<file path="src/rtl/wb_arb_pkg.sv">
// wb_arb_pkg: shared state and grant encodings for the two-master Wishbone arbiter.
package wb_arb_pkg;
    typedef enum logic [1:0] {IDLE, BUSY, DRAIN} state_e;
    typedef enum logic [1:0] {
        GNT_NONE = 2'b00,
        GNT_M0   = 2'b01,
        GNT_M1   = 2'b10
    } grant_e;
endpackage

</file>
<file path="src/rtl/wb_arb_watchdog.sv">
// wb_arb_watchdog: counts consecutive stalled strobe cycles and flags expiry at TIMEOUT_CYCLES.
module wb_arb_watchdog #(
    parameter int TIMEOUT_CYCLES = 255,
    parameter int CNT_W          = 8
) (
    input  logic clk,
    input  logic reset,
    input  logic enable,
    input  logic clear,
    output logic expire
);
    localparam logic [CNT_W-1:0] LIMIT = CNT_W'(TIMEOUT_CYCLES);
    logic [CNT_W-1:0] cnt_q, cnt_d;
    // Saturates at LIMIT so a long stall can never wrap back below it.
    always_comb cnt_d = clear ? '0 : (enable && cnt_q != LIMIT) ? cnt_q + 1'b1 : cnt_q;
    always_ff @(posedge clk or posedge reset)
        if (reset) cnt_q <= '0;
        else       cnt_q <= cnt_d;
    assign expire = (TIMEOUT_CYCLES != 0) && (cnt_q == LIMIT);
endmodule

</file>
<file path="src/rtl/wb_arbiter2.sv">
// wb_arbiter2: round-robin two-master to one-slave Wishbone classic arbiter
// with grant held for a whole CYC and a stall watchdog that errors the owner.
module wb_arbiter2
    import wb_arb_pkg::*;
#(
    parameter int TIMEOUT_CYCLES = 255,
    parameter int CNT_W          = 8
) (
    input  logic        i_clk,
    input  logic        i_reset,
    input  logic [31:0] i_m0_wb_adr,
    input  logic [31:0] i_m0_wb_dat,
    input  logic [3:0]  i_m0_wb_sel,
    input  logic        i_m0_wb_we,
    input  logic        i_m0_wb_cyc,
    input  logic        i_m0_wb_stb,
    output logic [31:0] o_m0_wb_dat,
    output logic        o_m0_wb_ack,
    output logic        o_m0_wb_err,
    input  logic [31:0] i_m1_wb_adr,
    input  logic [31:0] i_m1_wb_dat,
    input  logic [3:0]  i_m1_wb_sel,
    input  logic        i_m1_wb_we,
    input  logic        i_m1_wb_cyc,
    input  logic        i_m1_wb_stb,
    output logic [31:0] o_m1_wb_dat,
    output logic        o_m1_wb_ack,
    output logic        o_m1_wb_err,
    output logic [31:0] o_s_wb_adr,
    output logic [31:0] o_s_wb_dat,
    output logic [3:0]  o_s_wb_sel,
    output logic        o_s_wb_we,
    output logic        o_s_wb_cyc,
    output logic        o_s_wb_stb,
    input  logic [31:0] i_s_wb_dat,
    input  logic        i_s_wb_ack,
    output logic [1:0]  o_grant
);
    state_e state_q, state_d;
    grant_e grant_q, grant_d, last_q, last_d, pick;
    logic   own0, own1, m_cyc, m_stb, stall, expire, tmo;

    assign own0  = grant_q == GNT_M0;
    assign own1  = grant_q == GNT_M1;
    assign m_cyc = own0 ? i_m0_wb_cyc : own1 ? i_m1_wb_cyc : 1'b0;
    assign m_stb = own0 ? i_m0_wb_stb : own1 ? i_m1_wb_stb : 1'b0;

    assign o_s_wb_cyc = (state_q == BUSY) & m_cyc;
    assign o_s_wb_stb = o_s_wb_cyc & m_stb;
    assign o_s_wb_adr = own0 ? i_m0_wb_adr : own1 ? i_m1_wb_adr : '0;
    assign o_s_wb_dat = own0 ? i_m0_wb_dat : own1 ? i_m1_wb_dat : '0;
    assign o_s_wb_sel = own0 ? i_m0_wb_sel : own1 ? i_m1_wb_sel : '0;
    assign o_s_wb_we  = own0 ? i_m0_wb_we  : own1 ? i_m1_wb_we  : 1'b0;

    assign o_m0_wb_dat = i_s_wb_dat;
    assign o_m1_wb_dat = i_s_wb_dat;
    // Acks only pass while the owner still holds CYC, so late acks are dropped.
    assign o_m0_wb_ack = o_s_wb_cyc & own0 & i_s_wb_ack;
    assign o_m1_wb_ack = o_s_wb_cyc & own1 & i_s_wb_ack;

    assign stall       = o_s_wb_stb & ~i_s_wb_ack;
    assign tmo         = stall & expire;
    assign o_m0_wb_err = tmo & own0;
    assign o_m1_wb_err = tmo & own1;
    assign o_grant     = grant_q;

    wb_arb_watchdog #(
        .TIMEOUT_CYCLES(TIMEOUT_CYCLES),
        .CNT_W         (CNT_W)
    ) u_wdog (
        .clk   (i_clk),
        .reset (i_reset),
        .enable(stall),
        .clear (i_s_wb_ack | ~o_s_wb_stb),
        .expire(expire)
    );

    // On a tie the master that did not own the bus last wins.
    assign pick = (i_m0_wb_cyc & i_m1_wb_cyc) ? ((last_q == GNT_M0) ? GNT_M1 : GNT_M0)
                : i_m0_wb_cyc ? GNT_M0 : GNT_M1;

    always_comb begin
        state_d = state_q;
        grant_d = grant_q;
        last_d  = last_q;
        if (state_q == IDLE) begin
            if (i_m0_wb_cyc | i_m1_wb_cyc) begin
                state_d = BUSY;
                grant_d = pick;
            end
        end else if (!m_cyc) begin
            state_d = IDLE;
            grant_d = GNT_NONE;
            last_d  = grant_q;
        end else if (tmo) begin
            state_d = DRAIN;
        end
    end

    always_ff @(posedge i_clk or posedge i_reset)
        if (i_reset) begin
            state_q <= IDLE;
            grant_q <= GNT_NONE;
            last_q  <= GNT_M1;
        end else begin
            state_q <= state_d;
            grant_q <= grant_d;
            last_q  <= last_d;
        end
endmodule

</file>
<file path="config.mk">
export PLATFORM = sky130hd
export DESIGN_NAME = wb_arbiter2
export DESIGN_NICKNAME = d
export VERILOG_FILES = /design/src/rtl/wb_arb_pkg.sv /design/src/rtl/wb_arb_watchdog.sv /design/src/rtl/wb_arbiter2.sv
export SDC_FILE = /design/constraint.sdc
export NUM_CORES = 1
export LEC_CHECK = 0
export ABC_AREA = 1
export CAP_MARGIN = 15
export CORE_AREA = 2 2 122 124
export DETAILED_ROUTE_END_ITERATION = 8
export DIE_AREA = 0 0 124 126
export HOLD_SLACK_MARGIN = 0.12
export PLACE_DENSITY = 0.6
export SETUP_SLACK_MARGIN = 0.5
export SLEW_MARGIN = 15
export SYNTH_ARGS = -nofsm -noshare
export SYNTH_HDL_FRONTEND = slang
export SYNTH_HIERARCHICAL = 1
export SYNTH_SLANG_ARGS = --single-unit
</file>
<file path="constraint.sdc">
create_clock -name i_clk -period 3.11 [get_ports i_clk]
set_input_delay 0.622 -clock i_clk [delete_from_list [all_inputs] [get_ports i_clk]]
set_output_delay 0.622 -clock i_clk [all_outputs]
set_load 0.03 [all_outputs]
</file>
After elaboration in Yosys (flattened, before gate mapping) --
Index checks and enable logic that the tools add are counted. W data, S select, Z words.
Storage, ports and cells: register bits after elaboration 14, input bits 177, output and inout bits 141, word-level logic and storage cells 61
Cells by class: bitwise gates (word level) 17, eq/ne operators 9, multiplexer cells 24, $add $sub $neg 1, reductions and logical operators 6
Operators with widths (number):
- $mux W32 | 4
- $mux W2 | 10
- $mux W8 | 2
- $and A1 B1 Y1 | 11
- $add A8 B1 Y8 const B | 1
- $eq A8 B8 Y1 const B | 1
- $mux W4 | 2
- $ne A8 B8 Y1 const B | 1
- $eq A2 B1 Y1 const B | 3
- $mux W1 | 6
- $reduce_and A2 Y1 | 3
- $ne A2 B1 Y1 const B | 2
- $not A1 Y1 | 4
- $ne A3 B1 Y1 const B | 1
- $eq A2 B2 Y1 const B | 1
- $logic_not A2 Y1 | 1
- $or A1 B1 Y1 | 2
- $reduce_bool A2 Y1 | 1
- $logic_and A1 B1 Y1 | 1

Logic depth before layout (Yosys ltp) --
depth in word-level cells 10, gate-level depth with buffers 13, mapped depth without buffers 11

By module --
Netlist, hierarchy kept.
Modules (own cells, without submodules):
- wb_arbiter2 | cells an instance 356, instances 1, area an instance 1960.6 µm²
- wb_arb_watchdog | cells an instance 74, instances 1, area an instance 509.2 µm²

Worst setup path after synthesis --
OpenSTA, ideal clock, no wires.
path kind reg-to-output, from register grant_q[1] (netlist: o_grant[1]), to output port o_m0_wb_err, data required time 2.488 ns, stages on the path, launching flop included 10, arrival time 1.783 ns, slack 0.705 ns, path buffers 2, cells stage by stage dfrtp_1 > buf_6 > inv_2 > buf_6 > nand3_1 > nand2_1 > inv_2 > nor2_4 > nand3_2 > nor2_1
On the way: longest elaborated chain between the ends 8, elaborated cells on any way between the ends 11
Ends and longest elaborated chain:
- start, declared | RTL line wb_arbiter2.sv:40 | grant_e grant_q, grant_d, last_q, last_d, pick;
- start signal, assigned | RTL line wb_arbiter2.sv:107 | grant_q <= grant_d;
- $eq A2 B2 Y1 | RTL line wb_arbiter2.sv:44 | assign own1 = grant_q == GNT_M1;
- $mux W1 (2 in series) | RTL line wb_arbiter2.sv:45 | assign m_cyc = own0 ? i_m0_wb_cyc : own1 ? i_m1_wb_cyc : 1'b0;
- $and A1 B1 Y1 | RTL line wb_arbiter2.sv:48 | assign o_s_wb_cyc = (state_q == BUSY) & m_cyc;
- $and A1 B1 Y1 * | RTL line wb_arbiter2.sv:49 | assign o_s_wb_stb = o_s_wb_cyc & m_stb;
- named net o_s_wb_stb | RTL line wb_arbiter2.sv:34 | output logic o_s_wb_stb,
- $and A1 B1 Y1 * | RTL line wb_arbiter2.sv:61 | assign stall = o_s_wb_stb & ~i_s_wb_ack;
- $and A1 B1 Y1 * | RTL line wb_arbiter2.sv:62 | assign tmo = stall & expire;
- $and A1 B1 Y1 * | RTL line wb_arbiter2.sv:63 | assign o_m0_wb_err = tmo & own0;
- end, declared | RTL line wb_arbiter2.sv:19 | output logic o_m0_wb_err,
Mark *: on every way through the listed nets, which the timed path passes. The rest lies on a longest branch.

Worst setup path after layout --
from input port i_m0_wb_adr[30], to output port o_s_wb_adr[30]
On the way: longest elaborated chain between the ends 1
Ends and longest elaborated chain:
- start, declared | RTL line wb_arbiter2.sv:11 | input logic [31:0] i_m0_wb_adr,
- $mux W32 | RTL line wb_arbiter2.sv:50 | assign o_s_wb_adr = own0 ? i_m0_wb_adr : own1 ? i_m1_wb_adr : '0;
- end, declared | RTL line wb_arbiter2.sv:29 | output logic [31:0] o_s_wb_adr,
No other way between the ends.

==> results_dict.tcl <==
set metrics [dict create \
    worstHoldPathCells 2 \
    synth_mux_area_share_pct 0 \
    start_kind "input port" \
    fin_crit_sh_pct 81.56 \
    grt_use_total_pct 12.27 \
    multi_input_area_um2 1398 \
    setup_tns_ns 0 \
    r2r_slack_ns 1.13 \
    period_minus_slack_ns 2.537 \
    diodes 0 \
    slew_headroom_pct 71.36 \
    root_buffer "clkbuf_16" \
    yosys.area_share.simple_pct 53.60 \
    synthXorXnorAreaFrac_pct 0.3546 \
    ios 318 \
    area_delta_synth_final_pct 74.37 \
    rr_startpoint "o_grant[1]" \
    cellPowerDensity_nw_per_um2 757.9 \
    placed_area_um2 4187 \
    cts_max_level 1 \
    worst_hold_slack_ns 0.4997 \
    synthAdderAreaFrac_pct 0.5066 \
    viasPerCell 4.308 \
    postRouteAntennaNets 0 \
    grt_max_degree 53 \
    num_rows 44 \
    hpwl_um 8142 \
    skew_ns 0.003390 \
    slew_violations 0 \
    synth_cell_types 25 \
    p_leak_nw 2.132 \
    wire_per_inst_um 13.98 \
    cts_buffer_depth 2 \
    hold_class "reg2reg" \
    clk_latency_ns 0.24 \
    core_um2 14310 \
    fin_nets 744 \
    portBuffers 221 \
    worstPathMaxFanout 1 \
    design_area_um2 4307 \
    wl_um 10470 \
    regArea_um2 354.1 \
    critical_path_required_ns 2.49 \
    cts_setup_buffers 0 \
    drive_gt1_share_pct 17.35 \
    ir_drop_v 0.0004498 \
    syn_area_per_cell_um2 5.744 \
    finalSetupViolations 0 \
    synth_top_family_by_area "simple AND/OR/NAND/NOR gates" \
    hold_end "last_q[1]" \
    die-height_um 126 \
    status "complete, no violations" \
    synth_seq_area_share_pct 14.24 \
    worstReg2RegEnd "u_wdog/cnt_q[0]" \
    grt_pass1_vias 2982 \
    fillers 1567 \
    grt_overflow_total 0 \
    ys_ff_latch 14 \
    die_x_um 124 \
    min_from "last_q[1]" \
    drc 0 \
    num_vias 3227 \
    rsz0062_at_grt "no" \
    antenna_found_initial 0 \
    maxCapViolations 0 \
    syn_inst 430 \
    worstMarginPinSlew_ns 0.4296 \
    clkTransAtPathRegs_ns 0.05 \
    yosys_warnings 6 \
    numClockSinks 14 \
    synth_compound_area_share_pct 1.722 \
    final_hold_viol_count 0 \
    drtIter0Drc 113 \
    worstPathArrival_ns 1.91 \
    cts_tree "built" \
    crit_type "in2out" \
    reg2regPathDepth 9 \
    max_clock_freq_mhz 394.2 \
    place_congestion 0.8143 \
    synth_nets 608 \
    critical_path.endpoint_type "primary output" \
    syn_area_um2 2470 \
    die_area_um2 15620 \
    start_util_pct 17.26 \
    cts_made_buffers 3 \
    grt_first_pass_wirelength_um 15260 \
    firstDrtPassIters 6 \
]
==> power breakdown <==
part / switching [mW] / leakage [nW] / internal, mW / total (mW)
sequential: 0.0209 / 0.184 / 0.217 / 0.238
combinational: 1.78 / 1.90 / 0.975 / 2.76
clock: 0.0739 / 0.0442 / 0.195 / 0.269
==> repair_timing <==
| item | 4_1_cts | 5_1_grt |
|---|---|---|
| endpoints found under the setup margin | 0 | 17 |
| hold buffers | 0 | 0 |
| hold endpoints to repair | 0 | 0 |
| gates resized for setup | 0 | 10 |
==> final cells by class <==
class                   instances  area share [%]
well taps                     184           5.346
multi-input cells             298           32.45
repair buffers                227           49.94
clock buffers                   4           2.063
inverters                      22           1.976
flip-flops and latches         14           8.222
==> sequential cells by signal, indices dropped and copies added (netlist names) <==
signal	flops
last_q	2
o_grant	2
u_wdog/cnt_q	8
state_q	2
==> synthesized netlist by cell type <==
master | number | area (um^2)
nor2_1 | 18 | 67.56
ha_1 | 1 | 12.51
clkinv_1 | 1 | 3.750
nand2_4 | 1 | 11.26
dfstp_2 | 1 | 26.28
xor2_1 | 1 | 8.760
o22ai_1 | 1 | 6.260
inv_1 | 16 | 60.06
buf_1 | 2 | 7.510
o21ai_0 | 4 | 20.02
nand3_1 | 157 | 785.8
nand3_2 | 1 | 10.01
inv_2 | 5 | 18.77
dfrtp_1 | 13 | 325.3
o21bai_1 | 1 | 7.510
nor2_4 | 2 | 22.52
nor2_2 | 2 | 12.51
buf_6 | 4 | 45.04
buf_4 | 64 | 480.5
nand2_1 | 105 | 394.1
clkbuf_1 | 12 | 45.04
nand2_2 | 2 | 12.51
buf_2 | 14 | 70.07
nand3b_1 | 1 | 7.510
a21oi_2 | 1 | 8.760
==> cell usage in the layout, fill, tap and decap left out, types with 2 or more instances in the layout <==
master | Yosys | layout
nand3_1 | 157 | 157
clkdlybuf4s50_1 | 0 | 148
nand2_1 | 105 | 104
buf_4 | 64 | 69
nor2_1 | 18 | 18
inv_1 | 16 | 16
dfrtp_1 | 13 | 11
o21ai_0 | 4 | 4
buf_12 | 0 | 4
inv_2 | 5 | 3
nand2_2 | 2 | 3
clkbuf_16 | 0 | 3
dlymetal6s2s_1 | 0 | 3
buf_6 | 4 | 3
clkinv_2 | 0 | 2
nor2_4 | 2 | 2
dfrtp_2 | 0 | 2
nor2_2 | 2 | 2
==> kinds of logic (layout without fill, tap and decap cells) <==
kind of cell | count (synthesis) | after routing
AOI/OAI and AO/OA | 7 | 7
xor gates and xnor gates | 1 | 1
adders and majority gates | 1 | 1
buffers and inverters | 118 | 253
DFF | 14 | 14
and+or+nand+nor | 289 | 289
==> routing by layer <==
metal	part of all wire (%)	GRT usage [%]
met3	11	3.759
met5	0	0
met2	46	20.56
met4	1.4	2.842
met1	42	15.34
==> worst max-delay path by stage <==
stage	to	startpoint	slack, ns
floorplan	o_m0_wb_err	o_grant[1]	0.70
global placement	o_m0_wb_err	i_m0_wb_cyc	0.55
detailed placement	o_m0_wb_err	i_m0_wb_cyc	0.51
CTS	o_s_wb_adr[30]	o_grant[1]	0.50
global route	o_s_wb_adr[29]	o_grant[1]	0.51
finish	o_s_wb_adr[30]	i_m0_wb_adr[30]	0.57
==> critical path, stage by stage <==
cell	delay (ns)
clkdlybuf4s50_1	0.45
nand3_1	0.08
nand2_1	0.10
clkdlybuf4s50_1	0.66
==> stage by stage <==
step                power [mW]  worst slack (ns)  std cells  util (%)
global placement         3.010            0.5451        745     29.25
finish                   3.264            0.5734        749     30.09
detailed placement       3.000            0.5080        745     29.25
CTS                      3.283            0.5039        749     29.87
global route             3.506            0.5066        749     30.09
floorplan                2.088            0.7047        430         -
Note: power is estimated with default switching activity, not from simulation.
